File: src/rtl/mem_arbiter.sv
// mem_arbiter: two-port (CPU / program loader) arbiter in front of a 16x8
// synchronous RAM, with a loader exclusive-lock mode and a self-timed clear
// sequence that fills the whole RAM with CLR_VAL.
module mem_arbiter #(
    parameter int          RR_MODE = 1,      // 1 = round-robin, 0 = CPU always wins
    parameter logic [7:0]  CLR_VAL = 8'h00   // word written everywhere by a clear
) (
    input  logic        CLK,
    input  logic        reset,

    input  logic        cpu_req,
    input  logic        cpu_we,
    input  logic [3:0]  cpu_addr,
    input  logic [7:0]  cpu_wdata,
    output logic        cpu_gnt,
    output logic        cpu_rvalid,
    output logic [7:0]  cpu_rdata,

    input  logic        ld_req,
    input  logic        ld_we,
    input  logic [3:0]  ld_addr,
    input  logic [7:0]  ld_wdata,
    output logic        ld_gnt,
    output logic        ld_rvalid,
    output logic [7:0]  ld_rdata,

    input  logic        ld_lock,
    input  logic        clr,
    output logic        busy,
    output logic        cpu_hold
);

    localparam int unsigned AW    = 4;
    localparam int unsigned DW    = 8;
    localparam int unsigned DEPTH = 16;

    localparam logic [1:0] S_SERVE  = 2'b00;
    localparam logic [1:0] S_LOCKED = 2'b01;
    localparam logic [1:0] S_CLEAR  = 2'b10;

    // State and storage
    logic [1:0]     r_state;
    logic [1:0]     w_state_nxt;
    logic           r_last_ld;      // 1: loader won the most recent grant
    logic [AW-1:0]  r_clr_cnt;
    logic [DW-1:0]  r_mem [DEPTH];

    logic           r_cpu_rvalid;
    logic [DW-1:0]  r_cpu_rdata;
    logic           r_ld_rvalid;
    logic [DW-1:0]  r_ld_rdata;

    // Arbitration and RAM write-port signals
    logic           w_cpu_gnt;
    logic           w_ld_gnt;
    logic           w_locked_hold;
    logic           w_serve_rules;
    logic           w_in_clear;
    logic           w_clr_start;
    logic           w_cpu_rd;
    logic           w_ld_rd;
    logic           w_mem_we;
    logic [AW-1:0]  w_mem_waddr;
    logic [DW-1:0]  w_mem_wdata;

    // Lock is honoured only while ld_lock stays high; the cycle it drops
    // already arbitrates like SERVE.
    assign w_locked_hold = (r_state == S_LOCKED) && ld_lock;
    assign w_serve_rules = (r_state == S_SERVE) || ((r_state == S_LOCKED) && !ld_lock);
    assign w_in_clear    = (r_state == S_CLEAR);
    assign w_clr_start   = clr && !w_in_clear;

    // Grant decode: lock owner, then round-robin / fixed priority on conflict
    always_comb begin
        w_cpu_gnt = 1'b0;
        w_ld_gnt  = 1'b0;
        if (w_locked_hold) begin
            w_ld_gnt = ld_req;
        end else if (w_serve_rules) begin
            if (cpu_req && ld_req) begin
                if ((RR_MODE != 0) && !r_last_ld) begin
                    w_ld_gnt = 1'b1;
                end else begin
                    w_cpu_gnt = 1'b1;
                end
            end else begin
                w_cpu_gnt = cpu_req;
                w_ld_gnt  = ld_req;
            end
        end
    end

    assign w_cpu_rd = w_cpu_gnt && !cpu_we;
    assign w_ld_rd  = w_ld_gnt  && !ld_we;

    // Next-state logic; a clear request outranks lock entry and lock release
    always_comb begin
        w_state_nxt = r_state;
        case (r_state)
            S_SERVE: begin
                if (clr) begin
                    w_state_nxt = S_CLEAR;
                end else if (w_ld_gnt && ld_lock) begin
                    w_state_nxt = S_LOCKED;
                end
            end
            S_LOCKED: begin
                if (clr) begin
                    w_state_nxt = S_CLEAR;
                end else if (!ld_lock) begin
                    w_state_nxt = S_SERVE;
                end
            end
            S_CLEAR: begin
                if (r_clr_cnt == AW'(DEPTH - 1)) begin
                    w_state_nxt = S_SERVE;
                end
            end
            default: begin
                w_state_nxt = S_SERVE;
            end
        endcase
    end

    // State register
    always_ff @(posedge CLK or posedge reset) begin
        if (reset) begin
            r_state <= S_SERVE;
        end else begin
            r_state <= w_state_nxt;
        end
    end

    // Last-winner pointer, moves only when someone is granted
    always_ff @(posedge CLK or posedge reset) begin
        if (reset) begin
            r_last_ld <= 1'b1;
        end else if (w_cpu_gnt) begin
            r_last_ld <= 1'b0;
        end else if (w_ld_gnt) begin
            r_last_ld <= 1'b1;
        end
    end

    // Clear address counter: zeroed on entry, free-running (wrapping) in CLEAR
    always_ff @(posedge CLK or posedge reset) begin
        if (reset) begin
            r_clr_cnt <= '0;
        end else if (w_clr_start) begin
            r_clr_cnt <= '0;
        end else if (w_in_clear) begin
            r_clr_cnt <= r_clr_cnt + AW'(1);
        end
    end

    // Single RAM write port: clear sweep, else whichever port holds the grant
    always_comb begin
        w_mem_we    = 1'b0;
        w_mem_waddr = '0;
        w_mem_wdata = '0;
        if (w_in_clear) begin
            w_mem_we    = 1'b1;
            w_mem_waddr = r_clr_cnt;
            w_mem_wdata = CLR_VAL;
        end else if (w_cpu_gnt && cpu_we) begin
            w_mem_we    = 1'b1;
            w_mem_waddr = cpu_addr;
            w_mem_wdata = cpu_wdata;
        end else if (w_ld_gnt && ld_we) begin
            w_mem_we    = 1'b1;
            w_mem_waddr = ld_addr;
            w_mem_wdata = ld_wdata;
        end
    end

    // RAM array; deliberately not reset so contents survive reset
    always_ff @(posedge CLK) begin
        if (w_mem_we) begin
            r_mem[w_mem_waddr] <= w_mem_wdata;
        end
    end

    // CPU read return: one-cycle rvalid pulse, data held between reads
    always_ff @(posedge CLK or posedge reset) begin
        if (reset) begin
            r_cpu_rvalid <= 1'b0;
            r_cpu_rdata  <= '0;
        end else begin
            r_cpu_rvalid <= w_cpu_rd;
            if (w_cpu_rd) begin
                r_cpu_rdata <= r_mem[cpu_addr];
            end
        end
    end

    // Loader read return: same behaviour as the CPU side
    always_ff @(posedge CLK or posedge reset) begin
        if (reset) begin
            r_ld_rvalid <= 1'b0;
            r_ld_rdata  <= '0;
        end else begin
            r_ld_rvalid <= w_ld_rd;
            if (w_ld_rd) begin
                r_ld_rdata <= r_mem[ld_addr];
            end
        end
    end

    assign cpu_gnt    = w_cpu_gnt;
    assign ld_gnt     = w_ld_gnt;
    assign cpu_rvalid = r_cpu_rvalid;
    assign cpu_rdata  = r_cpu_rdata;
    assign ld_rvalid  = r_ld_rvalid;
    assign ld_rdata   = r_ld_rdata;
    assign busy       = w_in_clear;
    assign cpu_hold   = (r_state == S_LOCKED) || w_in_clear;

endmodule

File: config.mk
export PLATFORM = sky130hd
export DESIGN_NAME = mem_arbiter
export DESIGN_NICKNAME = d
export VERILOG_FILES = /design/src/rtl/mem_arbiter.sv
export SDC_FILE = /design/constraint.sdc
export NUM_CORES = 1
export LEC_CHECK = 0
export BUFFER_PORTS_ARGS = -buffer_cell sky130_fd_sc_hd__clkbuf_2
export CAP_MARGIN = 30
export CORE_UTILIZATION = 41
export CTS_BUF_LIST = sky130_fd_sc_hd__clkbuf_8
export DETAILED_ROUTE_END_ITERATION = 10
export PLACE_DENSITY_LB_ADDON = 0.1
export SLEW_MARGIN = 20
export SYNTH_ARGS = -nofsm -noshare
export SYNTH_HDL_FRONTEND = slang
export SYNTH_SLANG_ARGS = --single-unit
File: constraint.sdc
create_clock -name CLK -period 2.71 [get_ports CLK]
set_input_delay 0.6775 -clock CLK [delete_from_list [all_inputs] [get_ports CLK]]
set_output_delay 0.6775 -clock CLK [all_outputs]
set_load 0.05 [all_outputs]
# Word-level counts from Yosys, hierarchy flattened
# Memories as Yosys holds them, arrays and structs flattened. A register that Yosys moved wholly into a read port is not among the register bits.
# Index checks and enable logic that the tools add are counted.
[classes]
addsub = 1
n_reduce_logical = 19
eq_ne = 6
muxes = 29
[ops]
columns = ["cell", "n"]
rows = [
  ["$mux W8", 3],
  ["$mux W4", 5],
  ["$mux W1", 15],
  ["$mux W2", 5],
  ["$logic_and A1 B1 Y1", 9],
  ["$pmux W2 S3", 1],
  ["$add A4 B1 Y4 const B", 1],
  ["$eq A4 B4 Y1 const B", 1],
  ["$logic_not A1 Y1", 4],
  ["$reduce_bool A2 Y1", 2],
  ["$ne A3 B2 Y1 const B", 1],
  ["$ne A3 B3 Y1 const B", 1],
  ["$reduce_and A3 Y1", 1],
  ["$eq A2 B1 Y1 const B", 1],
  ["$eq A2 B2 Y1 const B", 1],
  ["$logic_not A2 Y1", 1],
  ["$logic_or A1 B1 Y1", 2],
  ["$ne A2 B1 Y1 const B", 1],
]
[word_totals]
output_inout_bits = 22
in_bits = 32
word_cells = 61
ramBits = 128
register_bits = 9
mem_count = 1
[memory_table]
columns = ["name", "depth", "word_bits", "rd", "rd_clocked_by_memory_dff", "wr", "line", "rtl"]
rows = [
  ["r_mem", 16, 8, 2, 2, 1, "46", "logic [DW-1:0] r_mem [DEPTH];"],
]

# Logic depth before layout (Yosys ltp)
# Gate-level depths: netlist (run 1).
[logic_depth]
depth_word = 11
mapped_depth = 10
ltp_nobuf = 7

# Least setup slack after synthesis (run 1)
# Ideal clock, no wire load.
[synth_timing]
path_type = "reg2reg"
start = "reg r_state[0]"
end = "mem r_mem[8][0] (enable)"
setup_ns = 0.370
path_stages_with_launch = 9
t_required_ns = 2.340
arrival_time_ns = 2.370
n_path_buf = 2
slack_ns = -0.031
synth_period_minus_slack_ns = 2.741
path_cell_list = "dfrtp_1 inv_1 ha_1 clkbuf_1 buf_2 nand2_1 o21a_1 a211o_1 nor2_1"
[synth_via]
elab_cells_between_ends = 20
classes_between = "eq/ne (2); mux (12); reduce/logical (6)"
[synth_lines]
columns = ["item", "line", "rtl"]
rows = [
  ["start, declared", "42", "logic [1:0] r_state;"],
  ["start signal, assigned", "130", "r_state <= w_state_nxt;"],
  ["$eq A2 B2 Y1 *", "70", "assign w_in_clear = (r_state == S_CLEAR);"],
  ["via busy", "29", "output logic busy,"],
  ["$mux W1", "161", "if (w_in_clear) begin"],
  ["$mux W1", "178", "if (w_mem_we) begin"],
  ["$mux W1 (implied by the code)", "179", "r_mem[w_mem_waddr] <= w_mem_wdata;"],
  ["end, declared", "46", ""],
]
# Mark *: on every way through the listed nets, which the timed path passes. The rest lies on a longest branch.

# Worst setup path in the final report (run 1)
[layout_timing]
start = "reg r_state[0]"
end = "mem r_mem[1][4] (enable)"
[layout_via]
elab_chain_len = 11
elab_cells_between_ends = 20
classes_between = "eq/ne (2); mux (12); reduce/logical (6)"
[layout_lines]
columns = ["item", "line", "rtl"]
rows = [
  ["$eq A2 B1 Y1", "68, 69", ""],
  ["$logic_and A1 B1 Y1", "69", "assign w_serve_rules = (r_state == S_SERVE) || ((r_state == S_LOCKED) && !ld_lock);"],
  ["$logic_or A1 B1 Y1", "69", ""],
  ["$mux W1", "79", "end else if (w_serve_rules) begin"],
  ["$mux W1", "77", "if (w_locked_hold) begin"],
  ["$logic_and A1 B1 Y1", "169", "end else if (w_ld_gnt && ld_we) begin"],
  ["$mux W1", "169", ""],
  ["$mux W1", "165", "end else if (w_cpu_gnt && cpu_we) begin"],
  ["$mux W1", "161", ""],
  ["$mux W1", "178", ""],
  ["$mux W1 (implied by the code)", "179", ""],
]
# Parallel ways exist; a longest one is shown, timed or not.

==> run summary, run 1 <==
• unrepaired setup endpoints after global routing: yes
• count of hold buffers inserted by post-cts repair: 0
• Synth Area per Inst: 16.88 sq um
• Core Box Area: 0.01748 sq mm
• vias in the first global route: 4871
• PortBufs: 53
• part of the power in registers: 0.428
• total congestion overflow: 0
• fraction of synthesized cell area taken by the top area cell type: 0.5186
• cells traversed along the worst timing path: ha_1, buf_4, a21boi_2, nand4_1, buf_4, o32a_1, a221o_1, nor2_1, buf_6
• Internal Dissipation: 4.694 mW
• number of synthesized flops with an enable pin: 128
• clk root buf: clkbuf_8
• Critical Path Most Common Cell: buf_4
• TritonCTS clock tree: yes
• sinks on the clock net: 153
• worst-skew pair later-pin latency: 460 ps
• slowest cell on the critical path: dfrtp_1
• final hold violation count: 0
• count of synthesis-stage warnings from yosys: 0
• crit share post-route: 0.9733
• detailed placer's ending HPWL: 14110 um
• number of antenna violations at the first check in global routing: 0
• cell type contributing the most total cell area after synthesis: edfxtp_1
• average via count per standard cell: 5.969
• pin count of the biggest net entering global routing: 30
• most used flip-flop cell after synthesis: edfxtp_1
• number of I/O pins: 54
• final estimated routing congestion in global placement: 0.7997
• CTS H-Tree Depth: 4
• critical path endpoint category: register
• clk slew on worst S/H paths: 90 ps
• deepest clock path buffer count: 2
• Pre-Repair DR Iteration Count: 5
• total power density per cell area: 844.6 mW/mm^2
• WS Path Type: reg -> reg
• count of vias placed by the detailed router: 4632
• 1st-iter DRT viols: 446
• kind of start point of the critical path: register
• count of pins over their slew limit: 0
• post-synthesis instance total: 439
• starting density of the core: 0.4241
• buffers and inverters on the worst path: 3
• relative contribution of the clock network to total power: 0.246
• Worst Hold Margin: 273.5 ps
• setup TNS after final layout: 0 ps
• Total Nets Final: 574
• crit path time final: 2638 ps
• share of total power in combinational logic: 0.325
• Worst EP required: 2880 ps
• diode count: 0
• switching share of power: 0.3641
• asr flop ratio synth: 0.1634
• result of the run: completed
• mean routed wirelength per cell: 25.85 um
• leading post-synthesis cells by cell area: edfxtp_1, mux4_2, dfrtp_1, a221oi_2, nor2_1
• synthesized cell area: 0.007412 sq mm
• Max-Slew Margin vs Limit: 0.5406
• leakage power total: 3.158 nW
• global-route usage over all layers: 0.2328
• worst clock skew: 11.22 ps
• fmax: 0.3791 GHz
• number of buffers created by CTS: 17
• Post CTS Setup Buffer Count: 0
• die outline width: 136.5 um
• top cell family by delay on the critical path: compound AO/OA/AOI/OAI gates
• Row Count: 48
• syn_nets: 475
• type of the tightest min-delay check: in -> async
• data arrival at the endpoint of the critical path: 2800 ps
• sequential area share after synthesis: 0.6031
• first-pass GRT wire length: 29610 um
• Cell Count, Final, Fillers Out: 776
• Area Overhead vs Synth: 17.91%
• floorplan die height: 136.5 um
• Placed Cells incl. Taps: 738
• count of different cell masters after synthesis: 49
• Switching Power: 2.688 mW
• Die ar.: 0.01862 sq mm
• Post-DRT Antenna Nets: 0
• stage delay of the slowest cell on the critical path: 400 ps
• Detailed Route WL: 20060 um
• # setup viols final: 0
• proportion of layout cells with a drive suffix above 1: 0.4283
• max-capacitance violation count: 0
• number of synthesized register bits: 153
• DRC viols: 0
• worst IR drop on VDD: 524.3 uV
• CP Max Fanout: 11
• slew at the pin with the worst max-slew slack: 688.3 ps
==> per-stage QoR <==
step | setup WS, ps | power [mW] | area [sq um] | util
2_1_floorplan | 128.6 | 4.815 | 7415 | -
3_3_place_gp | 18.17 | 5.536 | 8249 | 0.4720
3_5_place_dp | -123.5 | 5.562 | 8249 | 0.4720
4_1_cts | 1.341 | 7.397 | 8673 | 0.4963
5_1_grt | -26.41 | 7.689 | 8740 | 0.5001
6_report | 72.35 | 7.382 | 8740 | 0.5001
==> sequential cells by signal (all words and copies together), names as in the netlist <==
name        cells
r_state         2
cpu_rvalid      1
cpu_rdata       8
r_last_ld       1
r_clr_cnt       4
r_mem         128
ld_rvalid       1
ld_rdata        8
==> cell usage in the layout, fill, tap and decap left out, types with 7 or more instances in the layout <==
cell type and instances:
a221oi_2 14, a22oi_1 9, buf_4 48, clkbuf_2 52, clkbuf_8 17, dfrtp_1 24, edfxtp_1 128, inv_6 7
mux2i_1 15, mux4_2 64, nand2_1 18, nor2_1 41, o22ai_1 16
==> power groups by stage <==
| stage | clock (mW) | combinational (mW) | sequential [mW] |
|---|---|---|---|
| global route | 1.94 | 2.55 | 3.20 |
| floorplan | 0 | 1.22 | 3.59 |
| finish | 1.82 | 2.40 | 3.16 |
| CTS | 1.86 | 2.37 | 3.16 |
| detailed placement | 0 | 2.34 | 3.22 |
| global placement | 0 | 2.33 | 3.20 |
==> layout make-up <==
type	instances	area [sq um]
Sequential cell	153	4471
Clock buffer	17	234.0
Tap cell	225	281.5
Timing Repair Buffer	112	804.5
Clock inverter	15	177.7
Fill cell	1471	8737
Multi-Input combinational cell	247	2745
Inverter	7	26.28
==> cell usage after synthesis, types with 2 or more instances <==
| cell | count |
|---|---|
| a31oi_1 | 3 |
| nor2b_1 | 6 |
| mux2_2 | 3 |
| and4_1 | 2 |
| and2_1 | 2 |
| dfrtp_1 | 24 |
| mux2i_1 | 15 |
| buf_4 | 6 |
| nor2_1 | 42 |
| buf_6 | 4 |
| buf_2 | 11 |
| nand3_1 | 3 |
| a32o_1 | 2 |
| o21ai_0 | 5 |
| a221oi_2 | 14 |
| edfxtp_1 | 128 |
| ha_1 | 4 |
| a221o_1 | 4 |
| mux4_2 | 64 |
| nand4_1 | 4 |
| inv_1 | 6 |
| nand2_1 | 18 |
| clkbuf_1 | 6 |
| a22oi_1 | 9 |
| nand2b_1 | 5 |
| o22ai_1 | 16 |
| a21oi_1 | 3 |
| a211o_1 | 2 |
| buf_1 | 4 |
| and3_1 | 4 |
| o211ai_1 | 2 |
==> path summary, 6_finish.rpt <==
check / depth (start not counted) / end / slack, ps / from
setup / recovery: 9 / r_mem[1][4] / 70 / r_state[0]
hold / removal: 2 / cpu_rdata[3] / 270 / reset
setup reg to reg: 9 / r_mem[1][4] / 70 / r_state[0]
hold reg to reg: 1 / cpu_rdata[2] / 530 / cpu_rdata[2]
max in group asynchronous: 3 / ld_rdata[1] / 1870 / reset
min in group CLK: 2 / r_state[0] / 460 / clr
==> logic make-up after synthesis <==
family,after synthesis,synth area share
adders and majority gates,4,0.006752
buffers and inverters,39,0.02886
muxes,82,0.2193
DFF,153,0.6031
xor gates and xnor gates,1,0.001182
and+or+nand+nor,92,0.06009
AOI/OAI and AO/OA,68,0.08069
==> routing by layer <==
metal,part of all wire,track usage,vias to the layer above
met3,0.059,0.05145,33
met2,0.50,0.3866,191
li1,-,-,2014
met4,0.030,0.1006,0
met5,0,0,-
met1,0.41,0.2923,2394
==> repair_timing <==
item | CTS | global route
endpoints found under the setup margin | 17 | 41
gates resized for setup | 2 | 7
gates cloned | 0 | 0
pin swaps | 0 | 1
(Power assumes the default switching activity.)
==> run 2, diff against run 1 <==
CELL_PAD_IN_SITES_DETAIL_PLACEMENT = 1   (was default)
CELL_PAD_IN_SITES_GLOBAL_PLACEMENT = 2   (was default)
==> run summary, run 2 (synthesis gave the netlist of run 1 again) <==
• top cell family by delay on the critical path: compound AO/OA/AOI/OAI gates
• buffers and inverters on the worst path: 4, +1
• Area Overhead vs Synth: 17.96%, about the same
• vias in the first global route: 4962, +1.9%
• crit share post-route: 0.9561, -0.01719
• die outline width: 136.5 um, unchanged
• count of vias placed by the detailed router: 4586, -0.99%
• data arrival at the endpoint of the critical path: 2750 ps, -50 ps
• total design power: 7.243 mW, -1.9%
• crit path time final: 2591 ps, -46.60 ps
• final estimated routing congestion in global placement: 0.7781, -2.7%
• most common cell after layout, fill and taps aside: edfxtp_1
• Row Count: 48, unchanged
• Detailed Route WL: 20020 um, -0.20%
• TritonCTS clock tree: yes
• leakage power total: 3.164 nW, +0.20%
• Worst EP required: 2870 ps, about the same
• number of buffers created by CTS: 17, unchanged
• critical path endpoint category: register
• total power density per cell area: 828.4 mW/mm^2, -1.9%
• minimum setup slack in the final design: 118.9 ps, +46.60 ps
• largest reg by FF count: r_mem
• pin count of the biggest net entering global routing: 31, +3.3%
• diode count: 0, unchanged
• WS Path Type: reg -> reg
• 1st-iter DRT viols: 366, -18%
• commonest cells after routing, fill and taps aside: edfxtp_1, mux4_2, clkbuf_2
• # setup viols final: 0, unchanged
• deepest clock path buffer count: 2, unchanged
• slew at the pin with the worst max-slew slack: 583.0 ps, -105.3 ps
• Post-DRT Antenna Nets: 0, unchanged
• max FFs per register: 128, unchanged
• mean routed wirelength per cell: 25.74 um, -0.46%
• result of the run: completed
• DRC viols: 0, unchanged
• fmax: 0.3859 GHz, +1.8%
• type of the tightest min-delay check: in -> async
• slowest cell on the critical path: a221o_2
• worst-skew pair later-pin latency: 450 ps, about the same
• pre-CTS setup slack: 0.2651 ps, +123.8 ps
• worst clock skew: 11.43 ps, +0.2090 ps
• final hold violation count: 0, unchanged
• total congestion overflow: 0, unchanged
• clk root buf: clkbuf_8
• Die ar.: 0.01862 sq mm, unchanged
• number of I/O pins: 54, unchanged
• Post CTS Setup Buffer Count: 0, unchanged
• floorplan die height: 136.5 um, unchanged
• worst IR drop on VDD: 364.9 uV, -30%
• global-route usage over all layers: 0.2334, +0.0006141
• starting density of the core: 0.4241, unchanged
• count of pins over their slew limit: 0, unchanged
• kind of start point of the critical path: register
• number of antenna violations at the first check in global routing: 0, unchanged
• Worst Hold Margin: 273.0 ps, -0.4960 ps
• sinks on the clock net: 153, unchanged
• detailed placer's ending HPWL: 14610 um, +3.6%
• Core Box Area: 0.01748 sq mm, unchanged
• first-pass GRT wire length: 30130 um, +1.7%
• proportion of layout cells with a drive suffix above 1: 0.4412, +0.01292
• CTS H-Tree Depth: 4, unchanged
• Max-Slew Margin vs Limit: 0.6113, +0.07071
• CP Max Fanout: 11, unchanged
• PortBufs: 53, unchanged
• Pre-Repair DR Iteration Count: 4, -1
• clk slew on worst S/H paths: 90 ps, about the same
• max-capacitance violation count: 0, unchanged
• Total Nets Final: 576, +0.35%
• stage delay of the slowest cell on the critical path: 460 ps, +60 ps
• Critical Path Most Common Cell: buf_6
• cells traversed along the worst timing path: inv_1, ha_2, buf_4, a21boi_4, nand4_1, buf_6, o32a_1, a221o_2, nor2_2, buf_6
• average via count per standard cell: 5.895, -1.2%
• unrepaired setup endpoints after global routing: yes
-- run 2: cell count changes in the layout (fill, tap and decap cells not counted), moves of 2 or more --
cell / before / now
nor2_4: 0 / 2
inv_1: 6 / 8
nor2_2: 1 / 4
inv_6: 7 / 1
ha_2: 0 / 2
inv_8: 3 / 0
clkbuf_8: 17 / 20
buf_6: 5 / 7
clkinv_2: 0 / 3
nor2_1: 41 / 36
-- run 2: worst register-to-register path, delay by kind of cell, from the launching register on --
family	cells	cell delay, ps
flops	1	360
fa+ha+maj	1	190
simple gates	2	280
compound gates	3	930
buf+inv	4	550
-- run 2: per-layer routing --
metal  share of wire  global-route usage
met2            0.52              0.3982
met5               0                   0
met3           0.052             0.04213
met1            0.41              0.2957
met4           0.018             0.08765
-- run 2: path summary, 6_finish.rpt --
check                          endpoint  cells past startpoint  slack [ps]          from
setup reg to reg            r_mem[5][0]                     10         120    r_state[1]
hold / removal             cpu_rdata[3]                      3         270         reset
hold reg to reg            cpu_rdata[2]                      1         510  cpu_rdata[2]
max in group asynchronous     r_last_ld                      3        2110         reset
min in group CLK             r_state[0]                      2         460           clr
setup / recovery            r_mem[5][0]                     10         120    r_state[1]
-- run 2: metrics by stage --
stage | utilization | cells | setup TNS [ps] | cell area [sq um]
after floorplan | - | 439 | 0 | 7415
after global placement | 0.4730 | 742 | 0 | 8267
after detailed placement | 0.4730 | 742 | 0 | 8267
after CTS | 0.4945 | 774 | 0 | 8642
after global routing | 0.5003 | 778 | -161.4 | 8743
final | 0.5003 | 778 | 0 | 8743
-- run 2: timing repair --
action                     4_1_cts  5_1_grt
gates resized for setup          0       21
hold buffers                     0        0
setup endpoints to repair        0      138
-- run 2: layout make-up --
type	count	area, sq um
fillers	1676	8733
repair buffers	114	814.5
well taps	225	281.5
multi-input cells	247	2775
inverters	7	26.28
clock inverters	12	100.1
clock buffers	20	275.3
flip-flops and latches	153	4471
-- run 2: report_power, final --
group / switching (mW) / internal (mW) / total, mW / leakage (nW)
logic: 1.56 / 0.866 / 2.42 / 1.49
clock network: 0.869 / 0.791 / 1.66 / 0.190
registers: 0.174 / 2.99 / 3.16 / 1.48
